<file path="config.mk">
export PLATFORM = sky130hd
export DESIGN_NAME = npc_ifu_flat
export DESIGN_NICKNAME = d
export VERILOG_FILES = /design/src/rtl/npc_ifu_if.sv /design/src/rtl/npc_ifu.sv /design/src/flat_wrapper.sv
export SDC_FILE = /design/constraint.sdc
export NUM_CORES = 1
export LEC_CHECK = 0
export BUFFER_PORTS_ARGS = -buffer_cell sky130_fd_sc_hd__buf_2
export CORE_MARGIN = 5
export CORE_UTILIZATION = 60
export CTS_CLUSTER_DIAMETER = 150
export DETAILED_ROUTE_END_ITERATION = 8
export PLACE_DENSITY = 0.85
export SLEW_MARGIN = 5
export SYNTH_ARGS = -nofsm -noshare
export SYNTH_HDL_FRONTEND = slang
export SYNTH_SLANG_ARGS = --single-unit
</file>
<file path="constraint.sdc">
create_clock -name clk -period 4.95 [get_ports clk]
set_clock_uncertainty 0.05 [all_clocks]
set_input_delay 0.2475 -clock clk [delete_from_list [all_inputs] [get_ports clk]]
set_output_delay 0.2475 -clock clk [all_outputs]
set_load 0.02 [all_outputs]
</file>
<file path="src/rtl/npc_ifu_if.sv">
// Fetch-unit bus bundle: execute redirect, imem request/response and decoder instruction channel.
// master = fetch unit side, slave = memory/decoder/execute side.
interface npc_ifu_if;
  logic        redirect_valid;
  logic [31:0] redirect_pc;
  logic        imem_req_valid;
  logic        imem_req_ready;
  logic [31:0] imem_req_addr;
  logic        imem_rsp_valid;
  logic [31:0] imem_rsp_data;
  logic        inst_valid;
  logic        inst_ready;
  logic [31:0] inst;
  logic [31:0] inst_pc;

  modport master (
    input  redirect_valid, redirect_pc, imem_req_ready, imem_rsp_valid, imem_rsp_data, inst_ready,
    output imem_req_valid, imem_req_addr, inst_valid, inst, inst_pc
  );

  modport slave (
    output redirect_valid, redirect_pc, imem_req_ready, imem_rsp_valid, imem_rsp_data, inst_ready,
    input  imem_req_valid, imem_req_addr, inst_valid, inst, inst_pc
  );
endinterface

</file>
<file path="src/rtl/npc_ifu.sv">
// Instruction fetch unit: one outstanding imem word read, credit-limited into a small {pc, inst} FIFO.
// Instruction visible one cycle after its response; decoder stalls via inst_ready, memory via imem_req_ready.
module npc_ifu_fifo #(
  parameter int WIDTH = 64,
  parameter int DEPTH = 2
) (
  input  logic                   clk,
  input  logic                   rst,
  input  logic                   flush,
  input  logic                   push_vld,
  input  logic [WIDTH-1:0]       push_dat,
  output logic                   pop_vld,
  input  logic                   pop_rdy,
  output logic [WIDTH-1:0]       pop_dat,
  output logic [$clog2(DEPTH):0] count
);
  localparam int AW = $clog2(DEPTH);
  localparam int CW = AW + 1;

  logic [WIDTH-1:0] mem [DEPTH];
  logic [AW-1:0]    wr_ptr;
  logic [AW-1:0]    rd_ptr;
  logic             do_push;
  logic             do_pop;

  assign pop_vld = (count != '0);
  assign pop_dat = mem[rd_ptr];
  assign do_pop  = pop_vld && pop_rdy;
  assign do_push = push_vld && ((count != CW'(DEPTH)) || do_pop);

  always_ff @(posedge clk or negedge rst) begin
    if (!rst) begin
      wr_ptr <= '0;
      rd_ptr <= '0;
      count  <= '0;
      for (int i = 0; i < DEPTH; i++) begin
        mem[i] <= '0;
      end
    end else if (flush) begin
      wr_ptr <= '0;
      rd_ptr <= '0;
      count  <= '0;
    end else begin
      if (do_push) begin
        mem[wr_ptr] <= push_dat;
        wr_ptr      <= wr_ptr + AW'(1);
      end
      if (do_pop) begin
        rd_ptr <= rd_ptr + AW'(1);
      end
      count <= count + CW'(do_push) - CW'(do_pop);
    end
  end
endmodule

module npc_ifu #(
  parameter logic [31:0] RESET_PC   = 32'h8000_0000,
  parameter int          FIFO_DEPTH = 2
) (
  input logic       clk,
  input logic       rst,
  npc_ifu_if.master bus
);
  localparam int            CW      = $clog2(FIFO_DEPTH) + 1;
  localparam logic [CW-1:0] DEPTH_C = CW'(FIFO_DEPTH);

  typedef enum logic {ST_REQ, ST_WAIT} state_t;

  typedef struct packed {
    logic [31:0] pc;
    logic [31:0] inst;
  } fetch_ent_t;

  state_t      state;
  logic [31:0] fetch_pc;
  logic [31:0] req_pc;
  logic        kill;
  logic        req_vld_q;
  logic [CW-1:0] count;
  logic [CW-1:0] count_nxt;
  logic        redirect;
  logic [31:0] redirect_pc_al;
  logic        hs;
  logic        push;
  logic        pop;
  logic        head_vld;
  fetch_ent_t  push_ent;
  fetch_ent_t  head_ent;

  assign redirect       = bus.redirect_valid;
  assign redirect_pc_al = bus.redirect_pc & ~32'h3;

  // A redirect cycle never issues: the new PC is requested from the following cycle.
  assign bus.imem_req_valid = req_vld_q && !redirect;
  assign bus.imem_req_addr  = fetch_pc;
  assign hs                 = bus.imem_req_valid && bus.imem_req_ready;

  assign push     = (state == ST_WAIT) && bus.imem_rsp_valid && !kill && !redirect;
  assign pop      = head_vld && bus.inst_ready && !redirect;
  assign push_ent = {req_pc, bus.imem_rsp_data};

  // Occupancy after this edge; drives the credit check for the next request.
  assign count_nxt = redirect ? '0 : (count + CW'(push) - CW'(pop));

  npc_ifu_fifo #(
    .WIDTH ($bits(fetch_ent_t)),
    .DEPTH (FIFO_DEPTH)
  ) u_buf (
    .clk      (clk),
    .rst      (rst),
    .flush    (redirect),
    .push_vld (push),
    .push_dat (push_ent),
    .pop_vld  (head_vld),
    .pop_rdy  (bus.inst_ready),
    .pop_dat  (head_ent),
    .count    (count)
  );

  assign bus.inst_valid = head_vld;
  assign bus.inst       = head_ent.inst;
  assign bus.inst_pc    = head_ent.pc;

  always_ff @(posedge clk or negedge rst) begin
    if (!rst) begin
      state     <= ST_REQ;
      fetch_pc  <= RESET_PC;
      req_pc    <= '0;
      kill      <= 1'b0;
      req_vld_q <= 1'b0;
    end else if (redirect) begin
      fetch_pc <= redirect_pc_al;
      // A response still owed by memory must be swallowed when it shows up.
      if (hs || ((state == ST_WAIT) && !bus.imem_rsp_valid)) begin
        state     <= ST_WAIT;
        kill      <= 1'b1;
        req_vld_q <= 1'b0;
      end else begin
        state     <= ST_REQ;
        kill      <= 1'b0;
        req_vld_q <= 1'b1;
      end
    end else begin
      case (state)
        ST_REQ: begin
          if (hs) begin
            req_pc    <= fetch_pc;
            fetch_pc  <= fetch_pc + 32'd4;
            state     <= ST_WAIT;
            req_vld_q <= 1'b0;
          end else begin
            req_vld_q <= (count_nxt < DEPTH_C);
          end
        end
        ST_WAIT: begin
          if (bus.imem_rsp_valid) begin
            kill      <= 1'b0;
            state     <= ST_REQ;
            req_vld_q <= (count_nxt < DEPTH_C);
          end
        end
        default: begin
          state     <= ST_REQ;
          req_vld_q <= 1'b0;
        end
      endcase
    end
  end
endmodule

</file>
<file path="src/flat_wrapper.sv">
// flat-port wrapper written by rule: the top's interface ports become plain ports
module npc_ifu_flat 
#(
  parameter logic [31:0] RESET_PC   = 32'h8000_0000,
  parameter int          FIFO_DEPTH = 2
)
  (clk, rst, bus_redirect_valid, bus_redirect_pc, bus_imem_req_ready, bus_imem_rsp_valid, bus_imem_rsp_data, bus_inst_ready, bus_imem_req_valid, bus_imem_req_addr, bus_inst_valid, bus_inst, bus_inst_pc);
  npc_ifu_if bus_i ();
  input logic clk;
  input logic rst;
  input wire logic [$bits(bus_i.redirect_valid)-1:0] bus_redirect_valid;
  input wire logic [$bits(bus_i.redirect_pc)-1:0] bus_redirect_pc;
  input wire logic [$bits(bus_i.imem_req_ready)-1:0] bus_imem_req_ready;
  input wire logic [$bits(bus_i.imem_rsp_valid)-1:0] bus_imem_rsp_valid;
  input wire logic [$bits(bus_i.imem_rsp_data)-1:0] bus_imem_rsp_data;
  input wire logic [$bits(bus_i.inst_ready)-1:0] bus_inst_ready;
  output wire logic [$bits(bus_i.imem_req_valid)-1:0] bus_imem_req_valid;
  output wire logic [$bits(bus_i.imem_req_addr)-1:0] bus_imem_req_addr;
  output wire logic [$bits(bus_i.inst_valid)-1:0] bus_inst_valid;
  output wire logic [$bits(bus_i.inst)-1:0] bus_inst;
  output wire logic [$bits(bus_i.inst_pc)-1:0] bus_inst_pc;
  assign bus_i.redirect_valid = bus_redirect_valid;
  assign bus_i.redirect_pc = bus_redirect_pc;
  assign bus_i.imem_req_ready = bus_imem_req_ready;
  assign bus_i.imem_rsp_valid = bus_imem_rsp_valid;
  assign bus_i.imem_rsp_data = bus_imem_rsp_data;
  assign bus_i.inst_ready = bus_inst_ready;
  assign bus_imem_req_valid = bus_i.imem_req_valid;
  assign bus_imem_req_addr = bus_i.imem_req_addr;
  assign bus_inst_valid = bus_i.inst_valid;
  assign bus_inst = bus_i.inst;
  assign bus_inst_pc = bus_i.inst_pc;
  npc_ifu #(.RESET_PC(RESET_PC), .FIFO_DEPTH(FIFO_DEPTH)) u_core (.clk(clk), .rst(rst), .bus(bus_i));
endmodule
</file>
==> reports/qor.csv <==
metric,value,unit
Post-DRT Antenna Nets,0,
Ant. Diodes,0,
Pre-antenna DRT Iters,5,
Clock Tree Root,clkbuf_16,
flop2flop setup slack,2110,ps
row cnt,43,
initial antenna violation count,0,
failing checks,hold timing,
most common library cell in the layout ignoring fill and taps,dfrtp_1,
Final Slew Violations,0,
Layout Nets,948,
mean post-synth cell area,12.2,um2
clock network latency to the later pin of the worst-skew pair,420,ps
total gr overflow,0,
first-pass GRT wire length,32700,um
library cells used by synthesis,42,
WS Path Type,reg2reg,
clock sink count,191,
CP startpoint kind,register,
worst r2r path cells,6,
Clock transition at path regs,70,ps
Synth Area in Simple Gates,0.111,
Worst EP required,5210,ps
Slew HR,0.275,
post-synthesis mux area share,0.245,
peak supply drop,303,uV
sequential area share after synthesis,0.557,
largest family of logic cells by synthesized area,multiplexers,
# DRC,0,
CORE AREA,13900,um2
adder-cell share of the synthesized area,0.00583,
Worst Path Arrival,3100,ps
die area,16800,um2
GRT Overall Usage,0.247,
Leak Pwr,5.12,nW
GPL Wtd Cong,0.872,
Die Height,130,um
Final Cycle Share,0.574,
Fin Setup TNS,0,ps
Port Buffer Count,161,
Total Power,5.51,mW
CTS buffer count,17,
post-detailed-routing wire length,19700,um
number of DRC markers in iteration 0,441,
final hold vios,11,
vias in the first global route,6499,
CTS tree,built,
unrepaired setup endpoints after global routing,false,
DR vias,6036,
Synth Area in XOR/XNOR,0.0316,
Syn Inst Count,702,
hold slack,-32.3,ps
Worst Tran Pin Value,1090,ps
yosys synthesis warning count,0,
reg2reg end,u_core.u_buf.mem[4],
DR vias/cell,5.66,
I/O pins,168,
most frequent cells in the layout,"189 x dfrtp_1, 186 x mux2_2, 160 x buf_2, 133 x nand2_1, 28 x o21ai_0",
mapped cell area,8590,um2
Final setup violation count,0,
Post-synth EDFFs,0,
status,finished with violations,
Post-synth ARST share,1.00,
Hold Crit Class,in2async,
die width,130,um
Clock Path Buffers,2,
drt wl/cell,18.5,um
H-tree level count,4,
Max Clk Rate,0.352,GHz
synth-to-layout area growth,20.3,%
initial core utilization,0.616,
crit end category,register,
fraction of layout cells with a size suffix above 1,0.446,
pwr/cell area,533,nW/um2
MaxCap Viol Count,0,
pre-CTS setup slack,1720,ps
post-CTS resize count,0,
minimum clock period,2840,ps
final core occ,0.741,
worst r2r src,u_core.u_buf.count[0],
Synth Register Bits,191,
largest net degree at the start of global routing,144,
compound-gate portion of the synthesized area,0.0224,
Synth Flop Type,dfrtp_1,
setup ws final,2110,ps
Post-DP HPWL,12800,um
crit path max fanout,28,
"Setup Fix Bufs, Post-CTS",0,
where the power goes:
part | total [mW] | switching (mW) | internal (mW)
Combinational | 1.78 | 0.956 | 0.824
Clock | 1.39 | 0.583 | 0.812
Sequential | 2.33 | 0.322 | 2.01
Total | 5.51 | 1.86 | 3.65
cell families after synthesis:
group,Yosys count
AOI/OAI and AO/OA,36
xor gates and xnor gates,31
adders and majority gates,4
buffers and inverters,46
DFF,191
muxes,187
other,1
and+or+nand+nor,206
sequential cells by signal, summed over array words and instances, names as in the netlist:
name / cells
u_core.u_buf.wr_ptr: 1
u_core.state: 1
u_core.req_pc: 30
u_core.req_vld_q: 1
u_core.u_buf.count: 2
u_core.u_buf.mem: 124
u_core.u_buf.rd_ptr: 1
u_core.kill: 1
u_core.bus.imem_req_addr: 30
through the flow:
stage / hold WS (ps) / area, um2 / cells
after global placement: 406 / 9490 / 1012
after global routing: 4.67 / 10300 / 1067
final: -32.3 / 10300 / 1067
after floorplan: -98.1 / 8600 / 705
after detailed placement: 416 / 9490 / 1012
after CTS: 1.31 / 10300 / 1067
per-layer routing:
metal  vias to the layer above  track usage  share of wire
met5                         -            0              0
met4                         0       0.0886          0.025
met1                      2995        0.320           0.42
li1                       2763            -              -
met2                       237        0.414           0.49
met3                        41       0.0528          0.065
worst max-delay path, cell delays in order, from the launching register on:
cell and delay [ps]:
dfrtp_1 420, or3b_2 480, nand4_1 240, inv_1 110
nand2_2 580, buf_4 430, mux2_2 390
worst max-delay path by stage:
stage,slack (ps),depth (start not counted),start,to
2_1_floorplan,2980,6,u_core.bus.imem_req_addr[5],u_core.bus.imem_req_addr[26]
3_3_place_gp,1850,7,bus_redirect_valid,u_core.u_buf.mem[2]
3_5_place_dp,1720,7,bus_redirect_valid,u_core.u_buf.mem[9]
4_1_cts,2060,6,u_core.u_buf.count[0],u_core.u_buf.mem[4]
5_1_grt,1970,7,bus_redirect_valid,u_core.u_buf.mem[4]
6_report,2110,6,u_core.u_buf.count[0],u_core.u_buf.mem[4]
cell type report:
type                            instances  area (um2)
Timing Repair Buffer                  191        1100
Clock buffer                           20         447
Tap cell                              180         225
Multi-Input combinational cell        468        3600
Inverter                                5        18.8
Clock inverter                         12         160
Sequential cell                       191        4780
Fill cell                             909        3610
timing repair:
action / CTS / global route
hold endpoints to repair: 23 / 0
endpoints found under the setup margin: 0 / 0
hold buffers: 23 / 0
synth_stat cells (5+ instances only):
cell | number | share of area
nand4_1 | 5 | 0.0036
clkbuf_1 | 21 | 0.0092
buf_4 | 10 | 0.0087
nor4_1 | 8 | 0.0058
nor2_1 | 10 | 0.0044
inv_1 | 5 | 0.0022
nand2_1 | 133 | 0.058
xor2_1 | 11 | 0.011
mux2_2 | 186 | 0.24
buf_2 | 7 | 0.0041
xnor2_1 | 20 | 0.020
nand3_1 | 16 | 0.0093
nor3_1 | 8 | 0.0047
o21ai_0 | 28 | 0.016
dfrtp_1 | 190 | 0.55
(Power assumes the default switching activity.)
